$ cat config.mk
export PLATFORM = sky130hd
export DESIGN_NAME = st7735_cmd_decoder
export DESIGN_NICKNAME = d
export VERILOG_FILES = /design/src/rtl/st7735_pkg.sv /design/src/rtl/st7735_cmd_decoder_spi_rx.sv /design/src/rtl/st7735_cmd_decoder.sv
export SDC_FILE = /design/constraint.sdc
export NUM_CORES = 1
export LEC_CHECK = 0
export CORE_ASPECT_RATIO = 2
export CORE_UTILIZATION = 60
export CTS_CLUSTER_SIZE = 28
export DETAILED_ROUTE_END_ITERATION = 8
export PLACE_DENSITY = 0.82
export SLEW_MARGIN = 10
export SYNTH_ARGS = -nofsm -noshare
export SYNTH_HDL_FRONTEND = slang
export SYNTH_SLANG_ARGS = --single-unit
$ cat constraint.sdc
create_clock -name clk -period 6 [get_ports clk]
set_input_delay 0.6 -clock clk [delete_from_list [all_inputs] [get_ports clk]]
set_output_delay 0.6 -clock clk [all_outputs]
set_load 0.01 [all_outputs]
$ cat src/rtl/st7735_pkg.sv
// Shared opcodes, register reset values and decoder state encoding for the
// ST7735 command-stream decoder.
package st7735_pkg;

  localparam logic [7:0] CMD_NOP     = 8'h00;
  localparam logic [7:0] CMD_SWRESET = 8'h01;
  localparam logic [7:0] CMD_SLPIN   = 8'h10;
  localparam logic [7:0] CMD_SLPOUT  = 8'h11;
  localparam logic [7:0] CMD_NORON   = 8'h13;
  localparam logic [7:0] CMD_DISPOFF = 8'h28;
  localparam logic [7:0] CMD_DISPON  = 8'h29;
  localparam logic [7:0] CMD_CASET   = 8'h2A;
  localparam logic [7:0] CMD_RASET   = 8'h2B;
  localparam logic [7:0] CMD_RAMWR   = 8'h2C;
  localparam logic [7:0] CMD_MADCTL  = 8'h36;
  localparam logic [7:0] CMD_COLMOD  = 8'h3A;

  localparam logic [7:0] COLMOD_RST  = 8'h06;
  localparam logic [7:0] MADCTL_RST  = 8'h00;
  localparam logic [2:0] COLMOD_565  = 3'b101;

  typedef enum logic [2:0] {
    S_CMD,
    S_ARG,
    S_IGNORE,
    S_PIX_HI,
    S_PIX_LO
  } dec_state_e;

endpackage

$ cat src/rtl/st7735_cmd_decoder_spi_rx.sv
// SPI byte receiver: synchronizes SCK/MOSI/DC/CS_n into clk, shifts MSB first
// on SCK rising edges and strobes each complete byte with its DC level.
module st7735_cmd_decoder_spi_rx (
  input  logic       clk,
  input  logic       rst,
  input  logic       sck_i,
  input  logic       mosi_i,
  input  logic       dc_i,
  input  logic       cs_n_i,
  output logic       byte_stb_o,
  output logic [7:0] byte_o,
  output logic       is_data_o
);
  // Bit order in the sync vectors: {cs_n, dc, mosi, sck}
  logic [3:0] meta_q, sync_q;
  logic       sck_prev_q;
  logic [2:0] cnt_q;
  logic [6:0] shift_q;
  logic [7:0] byte_q;
  logic       is_data_q;
  logic       stb_q;
  logic       sck_rise;

  assign sck_rise = sync_q[0] & ~sck_prev_q;

  always_ff @(posedge clk) begin
    if (rst) begin
      meta_q     <= 4'b1000;
      sync_q     <= 4'b1000;
      sck_prev_q <= 1'b0;
      cnt_q      <= 3'd0;
      shift_q    <= 7'd0;
      byte_q     <= 8'd0;
      is_data_q  <= 1'b0;
      stb_q      <= 1'b0;
    end else begin
      meta_q     <= {cs_n_i, dc_i, mosi_i, sck_i};
      sync_q     <= meta_q;
      sck_prev_q <= sync_q[0];
      stb_q      <= 1'b0;
      if (sync_q[3]) begin
        cnt_q <= 3'd0;
      end else if (sck_rise) begin
        shift_q <= {shift_q[5:0], sync_q[1]};
        cnt_q   <= cnt_q + 3'd1;
        if (cnt_q == 3'd7) begin
          byte_q    <= {shift_q, sync_q[1]};
          is_data_q <= sync_q[2];
          stb_q     <= 1'b1;
        end
      end
    end
  end

  assign byte_stb_o = stb_q;
  assign byte_o     = byte_q;
  assign is_data_o  = is_data_q;

endmodule

$ cat src/rtl/st7735_cmd_decoder.sv
// ST7735 panel model / bus monitor: decodes commands, tracks panel registers and
// emits RGB565 pixel strobes during RAMWR. Optional ST7735_DEC_MADCTL_EN remaps x/y.
module st7735_cmd_decoder
  import st7735_pkg::*;
#(
  parameter int WIDTH  = 128,
  parameter int HEIGHT = 160
) (
  input  logic        clk,
  input  logic        rst,
  input  logic        spi_sck,
  input  logic        spi_mosi,
  input  logic        spi_dc,
  input  logic        spi_cs_n,
  output logic        cmd_valid,
  output logic [7:0]  cmd_byte,
  output logic        cmd_err,
  output logic        pix_valid,
  output logic [7:0]  pix_x,
  output logic [7:0]  pix_y,
  output logic [15:0] pix_data,
  output logic        sleep_out,
  output logic        disp_on,
  output logic [7:0]  colmod,
  output logic [7:0]  madctl
);
  localparam logic [7:0] X_MAX = 8'(WIDTH - 1);
  localparam logic [7:0] Y_MAX = 8'(HEIGHT - 1);
  localparam logic [8:0] W9    = 9'(WIDTH);
  localparam logic [8:0] H9    = 9'(HEIGHT);

  logic       rx_stb, rx_is_data;
  logic [7:0] rx_byte;

  st7735_cmd_decoder_spi_rx u_rx (
    .clk        (clk),
    .rst        (rst),
    .sck_i      (spi_sck),
    .mosi_i     (spi_mosi),
    .dc_i       (spi_dc),
    .cs_n_i     (spi_cs_n),
    .byte_stb_o (rx_stb),
    .byte_o     (rx_byte),
    .is_data_o  (rx_is_data)
  );

  dec_state_e  state_q, state_d;
  logic [7:0]  pend_q, pend_d, arg1_q, arg1_d, hi_q, hi_d;
  logic [1:0]  idx_q, idx_d;
  logic [7:0]  xs_q, xs_d, xe_q, xe_d, ys_q, ys_d, ye_q, ye_d;
  logic [7:0]  cx_q, cx_d, cy_q, cy_d;
  logic [7:0]  cmd_byte_q, cmd_byte_d, colmod_q, colmod_d, madctl_q, madctl_d;
  logic        sleep_q, sleep_d, disp_q, disp_d;
  logic        cmd_valid_q, cmd_valid_d, cmd_err_q, cmd_err_d;
  logic        pv_q, pv_d;
  logic [7:0]  px_q, px_d, py_q, py_d;
  logic [15:0] pd_q, pd_d;

  always_ff @(posedge clk) begin
    if (rst) begin
      state_q     <= S_CMD;
      pend_q      <= CMD_NOP;
      arg1_q      <= 8'd0;
      hi_q        <= 8'd0;
      idx_q       <= 2'd0;
      xs_q        <= 8'd0;
      xe_q        <= X_MAX;
      ys_q        <= 8'd0;
      ye_q        <= Y_MAX;
      cx_q        <= 8'd0;
      cy_q        <= 8'd0;
      cmd_byte_q  <= 8'd0;
      colmod_q    <= COLMOD_RST;
      madctl_q    <= MADCTL_RST;
      sleep_q     <= 1'b0;
      disp_q      <= 1'b0;
      cmd_valid_q <= 1'b0;
      cmd_err_q   <= 1'b0;
      pv_q        <= 1'b0;
      px_q        <= 8'd0;
      py_q        <= 8'd0;
      pd_q        <= 16'd0;
    end else begin
      state_q     <= state_d;
      pend_q      <= pend_d;
      arg1_q      <= arg1_d;
      hi_q        <= hi_d;
      idx_q       <= idx_d;
      xs_q        <= xs_d;
      xe_q        <= xe_d;
      ys_q        <= ys_d;
      ye_q        <= ye_d;
      cx_q        <= cx_d;
      cy_q        <= cy_d;
      cmd_byte_q  <= cmd_byte_d;
      colmod_q    <= colmod_d;
      madctl_q    <= madctl_d;
      sleep_q     <= sleep_d;
      disp_q      <= disp_d;
      cmd_valid_q <= cmd_valid_d;
      cmd_err_q   <= cmd_err_d;
      pv_q        <= pv_d;
      px_q        <= px_d;
      py_q        <= py_d;
      pd_q        <= pd_d;
    end
  end

  always_comb begin
    state_d     = state_q;
    pend_d      = pend_q;
    arg1_d      = arg1_q;
    hi_d        = hi_q;
    idx_d       = idx_q;
    xs_d        = xs_q;
    xe_d        = xe_q;
    ys_d        = ys_q;
    ye_d        = ye_q;
    cx_d        = cx_q;
    cy_d        = cy_q;
    cmd_byte_d  = cmd_byte_q;
    colmod_d    = colmod_q;
    madctl_d    = madctl_q;
    sleep_d     = sleep_q;
    disp_d      = disp_q;
    cmd_valid_d = 1'b0;
    cmd_err_d   = 1'b0;
    pv_d        = 1'b0;
    px_d        = px_q;
    py_d        = py_q;
    pd_d        = pd_q;

    if (rx_stb && !rx_is_data) begin
      // Any command aborts pending arguments or a half-received pixel
      state_d     = S_CMD;
      cmd_valid_d = 1'b1;
      cmd_byte_d  = rx_byte;
      case (rx_byte)
        CMD_NOP, CMD_NORON: ;
        CMD_SWRESET: begin
          sleep_d  = 1'b0;
          disp_d   = 1'b0;
          colmod_d = COLMOD_RST;
          madctl_d = MADCTL_RST;
          xs_d     = 8'd0;
          xe_d     = X_MAX;
          ys_d     = 8'd0;
          ye_d     = Y_MAX;
        end
        CMD_SLPIN:   sleep_d = 1'b0;
        CMD_SLPOUT:  sleep_d = 1'b1;
        CMD_DISPOFF: disp_d  = 1'b0;
        CMD_DISPON:  disp_d  = 1'b1;
        CMD_COLMOD, CMD_MADCTL, CMD_CASET, CMD_RASET: begin
          state_d = S_ARG;
          pend_d  = rx_byte;
          idx_d   = 2'd0;
        end
        CMD_RAMWR: begin
          state_d = S_PIX_HI;
          cx_d    = xs_q;
          cy_d    = ys_q;
        end
        default: begin
          state_d     = S_IGNORE;
          cmd_valid_d = 1'b0;
          cmd_byte_d  = cmd_byte_q;
          cmd_err_d   = 1'b1;
        end
      endcase
    end else if (rx_stb) begin
      case (state_q)
        S_CMD: cmd_err_d = 1'b1;
        S_ARG: begin
          if (pend_q == CMD_COLMOD) begin
            colmod_d = rx_byte;
            state_d  = S_CMD;
          end else if (pend_q == CMD_MADCTL) begin
            madctl_d = rx_byte;
            state_d  = S_CMD;
          end else begin
            // Four-byte window argument: only low bytes (arg1, arg3) matter
            idx_d = idx_q + 2'd1;
            if (idx_q == 2'd1) arg1_d = rx_byte;
            if (idx_q == 2'd3) begin
              state_d = S_CMD;
              if (pend_q == CMD_CASET) begin
                xs_d = arg1_q;
                xe_d = rx_byte;
              end else begin
                ys_d = arg1_q;
                ye_d = rx_byte;
              end
            end
          end
        end
        S_PIX_HI: begin
          hi_d    = rx_byte;
          state_d = S_PIX_LO;
        end
        S_PIX_LO: begin
          state_d = S_PIX_HI;
          if (colmod_q[2:0] == COLMOD_565 && {1'b0, cx_q} < W9 && {1'b0, cy_q} < H9) begin
            pv_d = 1'b1;
            px_d = cx_q;
            py_d = cy_q;
            pd_d = {hi_q, rx_byte};
          end
          // 8-bit wraparound lets degenerate windows run xs..255,0..xe
          if (cx_q == xe_q) begin
            cx_d = xs_q;
            cy_d = (cy_q == ye_q) ? ys_q : cy_q + 8'd1;
          end else begin
            cx_d = cx_q + 8'd1;
          end
        end
        default: ;
      endcase
    end
  end

  assign cmd_valid = cmd_valid_q;
  assign cmd_byte  = cmd_byte_q;
  assign cmd_err   = cmd_err_q;
  assign sleep_out = sleep_q;
  assign disp_on   = disp_q;
  assign colmod    = colmod_q;
  assign madctl    = madctl_q;

`ifdef ST7735_DEC_MADCTL_EN
  logic        ov_q;
  logic [7:0]  ox_q, oy_q;
  logic [15:0] od_q;
  logic [7:0]  mx, my, rx, ry;

  always_comb begin
    mx = madctl_q[6] ? X_MAX - px_q : px_q;
    my = madctl_q[7] ? Y_MAX - py_q : py_q;
    rx = madctl_q[5] ? my : mx;
    ry = madctl_q[5] ? mx : my;
  end

  always_ff @(posedge clk) begin
    if (rst) begin
      ov_q <= 1'b0;
      ox_q <= 8'd0;
      oy_q <= 8'd0;
      od_q <= 16'd0;
    end else begin
      ov_q <= pv_q;
      if (pv_q) begin
        ox_q <= rx;
        oy_q <= ry;
        od_q <= pd_q;
      end
    end
  end

  assign pix_valid = ov_q;
  assign pix_x     = ox_q;
  assign pix_y     = oy_q;
  assign pix_data  = od_q;
`else
  assign pix_valid = pv_q;
  assign pix_x     = px_q;
  assign pix_y     = py_q;
  assign pix_data  = pd_q;
`endif

endmodule

# [After elaboration in Yosys (flattened, before gate mapping)]
# Index checks and enable logic that the tools add are counted.
[classes] addsub=4 n_lt_le_gt_ge=2 eq_ne=30 muxes=74 n_bitwise=9 reduce_logical=43
[op_table] op="$mux W8" count=52
[op_table] op="$eq A8 B6 Y1 const B" count=10
[op_table] op="$eq A8 B5 Y1 const B" count=3
[op_table] op="$reduce_bool A2 Y1" count=10
[op_table] op="$add A8 B1 Y8 const B" count=2
[op_table] op="$eq A8 B8 Y1" count=2
[op_table] op="$lt A8 B8 Y1 const B" count=2
[op_table] op="$mux W3" count=5
[op_table] op="$reduce_and A7 Y1" count=2
[op_table] op="$mux W2" count=6
[op_table] op="$reduce_and A3 Y1" count=4
[op_table] op="$reduce_and A4 Y1" count=3
[op_table] op="$reduce_or A12 Y1" count=1
[op_table] op="$reduce_and A2 Y1" count=5
[op_table] op="$reduce_and A5 Y1" count=2
[op_table] op="$eq A3 B3 Y1 const B" count=3
[op_table] op="$pmux W3 S3" count=1
[op_table] op="$eq A8 B1 Y1 const B" count=1
[op_table] op="$logic_not A8 Y1" count=1
[op_table] op="$not A1 Y1" count=8
[op_table] op="$reduce_or A2 Y1" count=4
[op_table] op="$reduce_or A4 Y1" count=2
[op_table] op="$mux W1" count=7
[op_table] op="$reduce_or A7 Y1" count=1
[op_table] op="other kinds (18)" count=25
[word_totals] register_bits=167 in_bits=6 output_inout_bits=61 wordCells=192

# [Longest topological paths before layout]
[logic_depth] depth_word=8 depth_mapped=8 depth_no_buf=6

# [Modules after synthesis]
# A second synthesis with hierarchy kept.
[hier_totals] cells_unflattened=777 area_unflattened_um2=6971.7
[modules_own_cells] mod="st7735_cmd_decoder" n_inst=1 cells_each=671 area_per_inst_um2=5979.5 seq_area_each_um2=2762.6
[modules_own_cells] mod="st7735_cmd_decoder_spi_rx" n_inst=1 cells_each=106 area_per_inst_um2=992.2 seq_area_each_um2=580.6

# [Least setup slack after synthesis]
# OpenSTA, ideal clock, no wires.
[synth_timing] path_kind="register to register" startpoint="reg u_rx.byte_q[1] (netlist: u_rx.byte_o[1])" endpoint="reg cx_q[0]" setup_ns=0.132 t_arrival_ns=1.762 t_required_ns=5.868 path_slack_ns=4.106 stages_incl_launch_ff=8 path_buffers=2 period_less_slack_ns=1.894 path_cell_list="dfxtp_1 > or4b_4 > nor4_4 > or2_2 > buf_2 > buf_4 > mux2i_1 > a21oi_1"
[synth_between] elab_chain_cells=3
[synth_lines] item="start: declaration" line="st7735_cmd_decoder_spi_rx.sv:19" rtl="logic [7:0] byte_q;"
[synth_lines] item="start signal: assignment" line="st7735_cmd_decoder_spi_rx.sv:47" rtl="byte_q <= {shift_q, sync_q[1]};"
[synth_lines] item="$eq A8 B6 Y1" line="st7735_cmd_decoder.sv:138" rtl="case (rx_byte)"
[synth_lines] item="$ne A2 B1 Y1 (no line)"
[synth_lines] item="$reduce_and A3 Y1 (no line)"
[synth_lines] item="end signal: assignment" line="st7735_cmd_decoder.sv:70" rtl="cx_q <= 8'd0;"
[synth_lines] item="end signal: assignment" line="st7735_cmd_decoder.sv:93" rtl="cx_q <= cx_d;"
[synth_lines] item="end: declaration" line="st7735_cmd_decoder.sv:51" rtl="logic [7:0] cx_q, cx_d, cy_q, cy_d;"
# Every way passes these cells.
# A chain may end at the register's enable or synchronous reset.

# [Final worst setup path]
[layout_timing] startpoint="reg u_rx.is_data_q (netlist: u_rx.is_data_o)" endpoint="reg cx_q[4]"
[layout_between] elab_chain_cells=4
[layout_lines] item="start: declaration" line="st7735_cmd_decoder_spi_rx.sv:20" rtl="logic is_data_q;"
[layout_lines] item="start signal: assignment" line="st7735_cmd_decoder_spi_rx.sv:48" rtl="is_data_q <= sync_q[2];"
[layout_lines] item="$logic_not A1 Y1 (*)" line="st7735_cmd_decoder.sv:133" rtl="if (rx_stb && !rx_is_data) begin"
[layout_lines] item="$logic_and A1 B1 Y1 (*)" line="st7735_cmd_decoder.sv:133"
[layout_lines] item="$ne A2 B1 Y1 (no line) or $reduce_bool A2 Y1 (tied branches)"
[layout_lines] item="$reduce_and A3 Y1 (no line)"
# Mark *: on every way between the ends. The rest lies on a longest branch, timed or not.

==> results.cfg <==
[cts]
clkSinkCount = 167
post-cts-setup-buffers = 0
cts_tree = done
ctsLongestPathBuffers = 2
cts_buffers = 17
path_clk_slew_ps = 60
cts_hold_buf = 0
cts_resized = 0
worstSkewPairLatency_ps = 420
ctsRootBufferMaster = clkbuf_16
htreeDepth = 4

[timing]
fin_crit_ps = 3100
report.final.hold_viol_count = 0
slew_viol_final = 0
skew_ps = 7.42
setup_viol = 0
rsz0062_at_grt = no
holdWs_ps = 411
worstMarginPinSlew_ps = 1170
post-route-period-util = 0.516
fin_setup_tns_ps = 0
maxSlewHeadroom = 0.220
max_freq_mhz = 323

[global_route]
use_met2 = 0.546
grt_max_degree = 76
top_usage_layer = met2
antenna_found_initial = 0
groute.usage.overall = 0.309
grt_pass1_wl_um = 29400
met3_usage = 0.0556
overflow = 0
grt_pass1_vias = 6085
use_met1 = 0.316

[yosys]
synth_compound_area_frac = 0.129
synth-xor-area-share = 0.0210
synth_enable_flop_cells = 0
synth-simple-area-share = 0.226
ys_warn_count = 0
syn_area_sq_um = 7080
synthCells = 809
synth_adder_area_share = 0.0106
synth_top_family_by_area = simple AND/OR/NAND/NOR gates
ys_types = 64
syn-num-nets = 821
async_flop_share = 0
muxShareOfSynthArea = 0.0977
ys_seq_elements = 167
yosysSeqAreaShare = 0.472
synth_ff_type = dfxtp_1
avgSynthCellArea_sq_um = 8.76

[power]
sequentialPowerShare = 0.505
clock_power_share = 0.476
p_comb_frac = 0.019
switching_power_mw = 0.494
power.total_mw = 2.22
p_per_area_nw_per_um2 = 269
cellLeakagePower_nw = 3.12
internal_power_mw = 1.73
vdd_drop_max_mv = 0.276
swShare = 0.222

[job]
cap_viol_max_count = 0

[drt]
drt_wl_total_um = 18000
dr.first_iter.drc_count = 512
ant_nets = 0
dr.pass1.iters = 5
vias = 6053
wl_per_cell_um = 18.2
drc = 0
viasPerCell = 6.12

[floorplan]
start_util = 0.620
die_area_sq_um = 12300
core_area_sq_um = 11400
num_rows = 55
chipWidth_um = 78.8
dieHeight_um = 156
boundaryPins = 67

[layout]
final_cell_mix = dfxtp_1 (167), nand2_1 (128), a21oi_1 (71), mux2i_1 (68), nor2_1 (66)
nFillCells = 876
multi_input_area_sq_um = 3440
final_cell_area_sq_um = 8260
areaGrowthSynthToFinish_pct = 16.7
drive_gt1_frac = 0.0744
nets = 846
final_common_cell = dfxtp_1
regArea_sq_um = 3340
antenna_cells = 0

[min_path]
min_to = u_rx.sync_q[3]$_SDFF_PP1_
worstHoldPathCells = 1
hold_path.class = reg -> reg
hold_path.startpoint = u_rx.meta_q[3]$_SDFF_PP1_

[critical_path]
start_kind = flip-flop
endpoint_kind = flip-flop
r2r_cells = 4
regToRegSetupSlack_ps = 2900
required_ps = 6350
crit_arrival_ps = 3440
path_class = reg -> reg
rr_startpoint = u_rx.is_data_o$_SDFFE_PP0P_
reg2reg_to = cx_q[4]$_SDFFE_PP0P_
critPathMaxFanout = 28

[placed_design]
dp_hpwl_um = 12200
portBuffers = 66
placed_area_sq_um = 7680
globalplace.congestion = 0.954

[outcome]
status = completed
==> worst max-delay path: stages, from the launching register on <==
cell and delay [ps]:
dfxtp_1 500, nand2b_1 950, o21ai_1 720, or4_1 680, a31oi_1 170
==> layout make-up <==
type / count / share of cell area
clock buffer: 19 / 0.0548
sequential: 167 / 0.405
clock inverter: 13 / 0.0147
inverter: 14 / 0.00636
multi-input combinational: 565 / 0.416
timing repair buffer: 69 / 0.0824
tap: 142 / 0.0215
==> worst max-delay path by stage <==
stage	depth (start not counted)	start	end
floorplan	7	u_rx.byte_o[1]$_SDFFE_PP0P_	cx_q[0]$_SDFFE_PP0P_
global placement	4	u_rx.is_data_o$_SDFFE_PP0P_	cx_q[4]$_SDFFE_PP0P_
detailed placement	4	u_rx.is_data_o$_SDFFE_PP0P_	cx_q[6]$_SDFFE_PP0P_
CTS	4	u_rx.is_data_o$_SDFFE_PP0P_	cx_q[6]$_SDFFE_PP0P_
global route	4	u_rx.is_data_o$_SDFFE_PP0P_	cx_q[6]$_SDFFE_PP0P_
finish	4	u_rx.is_data_o$_SDFFE_PP0P_	cx_q[4]$_SDFFE_PP0P_
==> cell usage after synthesis (2+ instances only) <==
| master | count | area (sq um) |
|---|---|---|
| a211oi_1 | 9 | 67.6 |
| a21o_1 | 3 | 22.5 |
| a21oi_1 | 71 | 355 |
| a311oi_1 | 2 | 17.5 |
| a31o_2 | 3 | 26.3 |
| a31oi_1 | 7 | 43.8 |
| a32oi_1 | 3 | 26.3 |
| and3_1 | 8 | 50.1 |
| and4_1 | 3 | 26.3 |
| buf_2 | 14 | 70.1 |
| clkbuf_1 | 47 | 176 |
| dfxtp_1 | 167 | 3340 |
| ha_1 | 6 | 75.1 |
| inv_1 | 13 | 48.8 |
| mux2i_1 | 68 | 681 |
| nand2_1 | 128 | 480 |
| nand3_1 | 36 | 180 |
| nand3b_1 | 3 | 22.5 |
| nand4_1 | 11 | 68.8 |
| nor2_1 | 66 | 248 |
| nor2_2 | 2 | 12.5 |
| nor2b_1 | 13 | 81.3 |
| nor3_1 | 24 | 120 |
| nor3b_1 | 2 | 15.0 |
| nor4_1 | 5 | 31.3 |
| o2111a_1 | 3 | 33.8 |
| o211ai_1 | 9 | 67.6 |
| o21ai_0 | 10 | 50.1 |
| o32ai_1 | 6 | 52.6 |
| or2_2 | 8 | 50.1 |
| or3_1 | 6 | 37.5 |
| or3b_2 | 3 | 26.3 |
| or4_1 | 2 | 15.0 |
| or4bb_1 | 3 | 33.8 |
| xnor2_1 | 9 | 78.8 |
| xor2_1 | 8 | 70.1 |
==> layer usage <==
metal | wire length, um | vias to the layer above | part of all wire
li1 | - | 2882 | -
met1 | 6490 | 2833 | 0.36
met2 | 9400 | 235 | 0.52
met3 | 725 | 103 | 0.040
met4 | 1380 | 0 | 0.077
met5 | 0 | - | 0
==> stage by stage <==
| step | util | setup WS, ps | instances |
|---|---|---|---|
| after CTS | 0.723 | 3040 | 989 |
| after detailed placement | 0.673 | 3070 | 957 |
| after floorplan | - | 4110 | 809 |
| after global routing | 0.723 | 2740 | 989 |
| final | 0.723 | 2900 | 989 |
| after global placement | 0.673 | 3170 | 957 |
==> sequential cells by signal, summed over array words and instances, names as in the netlist, 4 cells and up <==
name / flops
pix_data: 16
arg1_q: 8
cmd_byte: 8
colmod: 8
cx_q: 8
cy_q: 8
hi_q: 8
madctl: 8
pend_q: 8
pix_x: 8
pix_y: 8
u_rx.byte_o: 8
xe_q: 8
xs_q: 8
ye_q: 8
ys_q: 8
u_rx.shift_q: 7
u_rx.meta_q: 4
u_rx.sync_q: 4
==> power by group through the flow <==
stage	clock network, mW	logic [mW]	registers, mW
6_report	1.06	0.0412	1.12
3_3_place_gp	0	0.0395	1.15
5_1_grt	1.11	0.0455	1.12
2_1_floorplan	0	0.0337	1.14
3_5_place_dp	0	0.0404	1.15
4_1_cts	1.06	0.0410	1.12
==> logic make-up after synthesis <==
| logic type | after synthesis |
|---|---|
| flops | 167 |
| compound gates | 141 |
| mux | 69 |
| xor+xnor | 17 |
| fa+ha+maj | 6 |
| buf+inv | 77 |
| simple gates | 332 |
No activity file was read; power rests on OpenSTA's default activity.
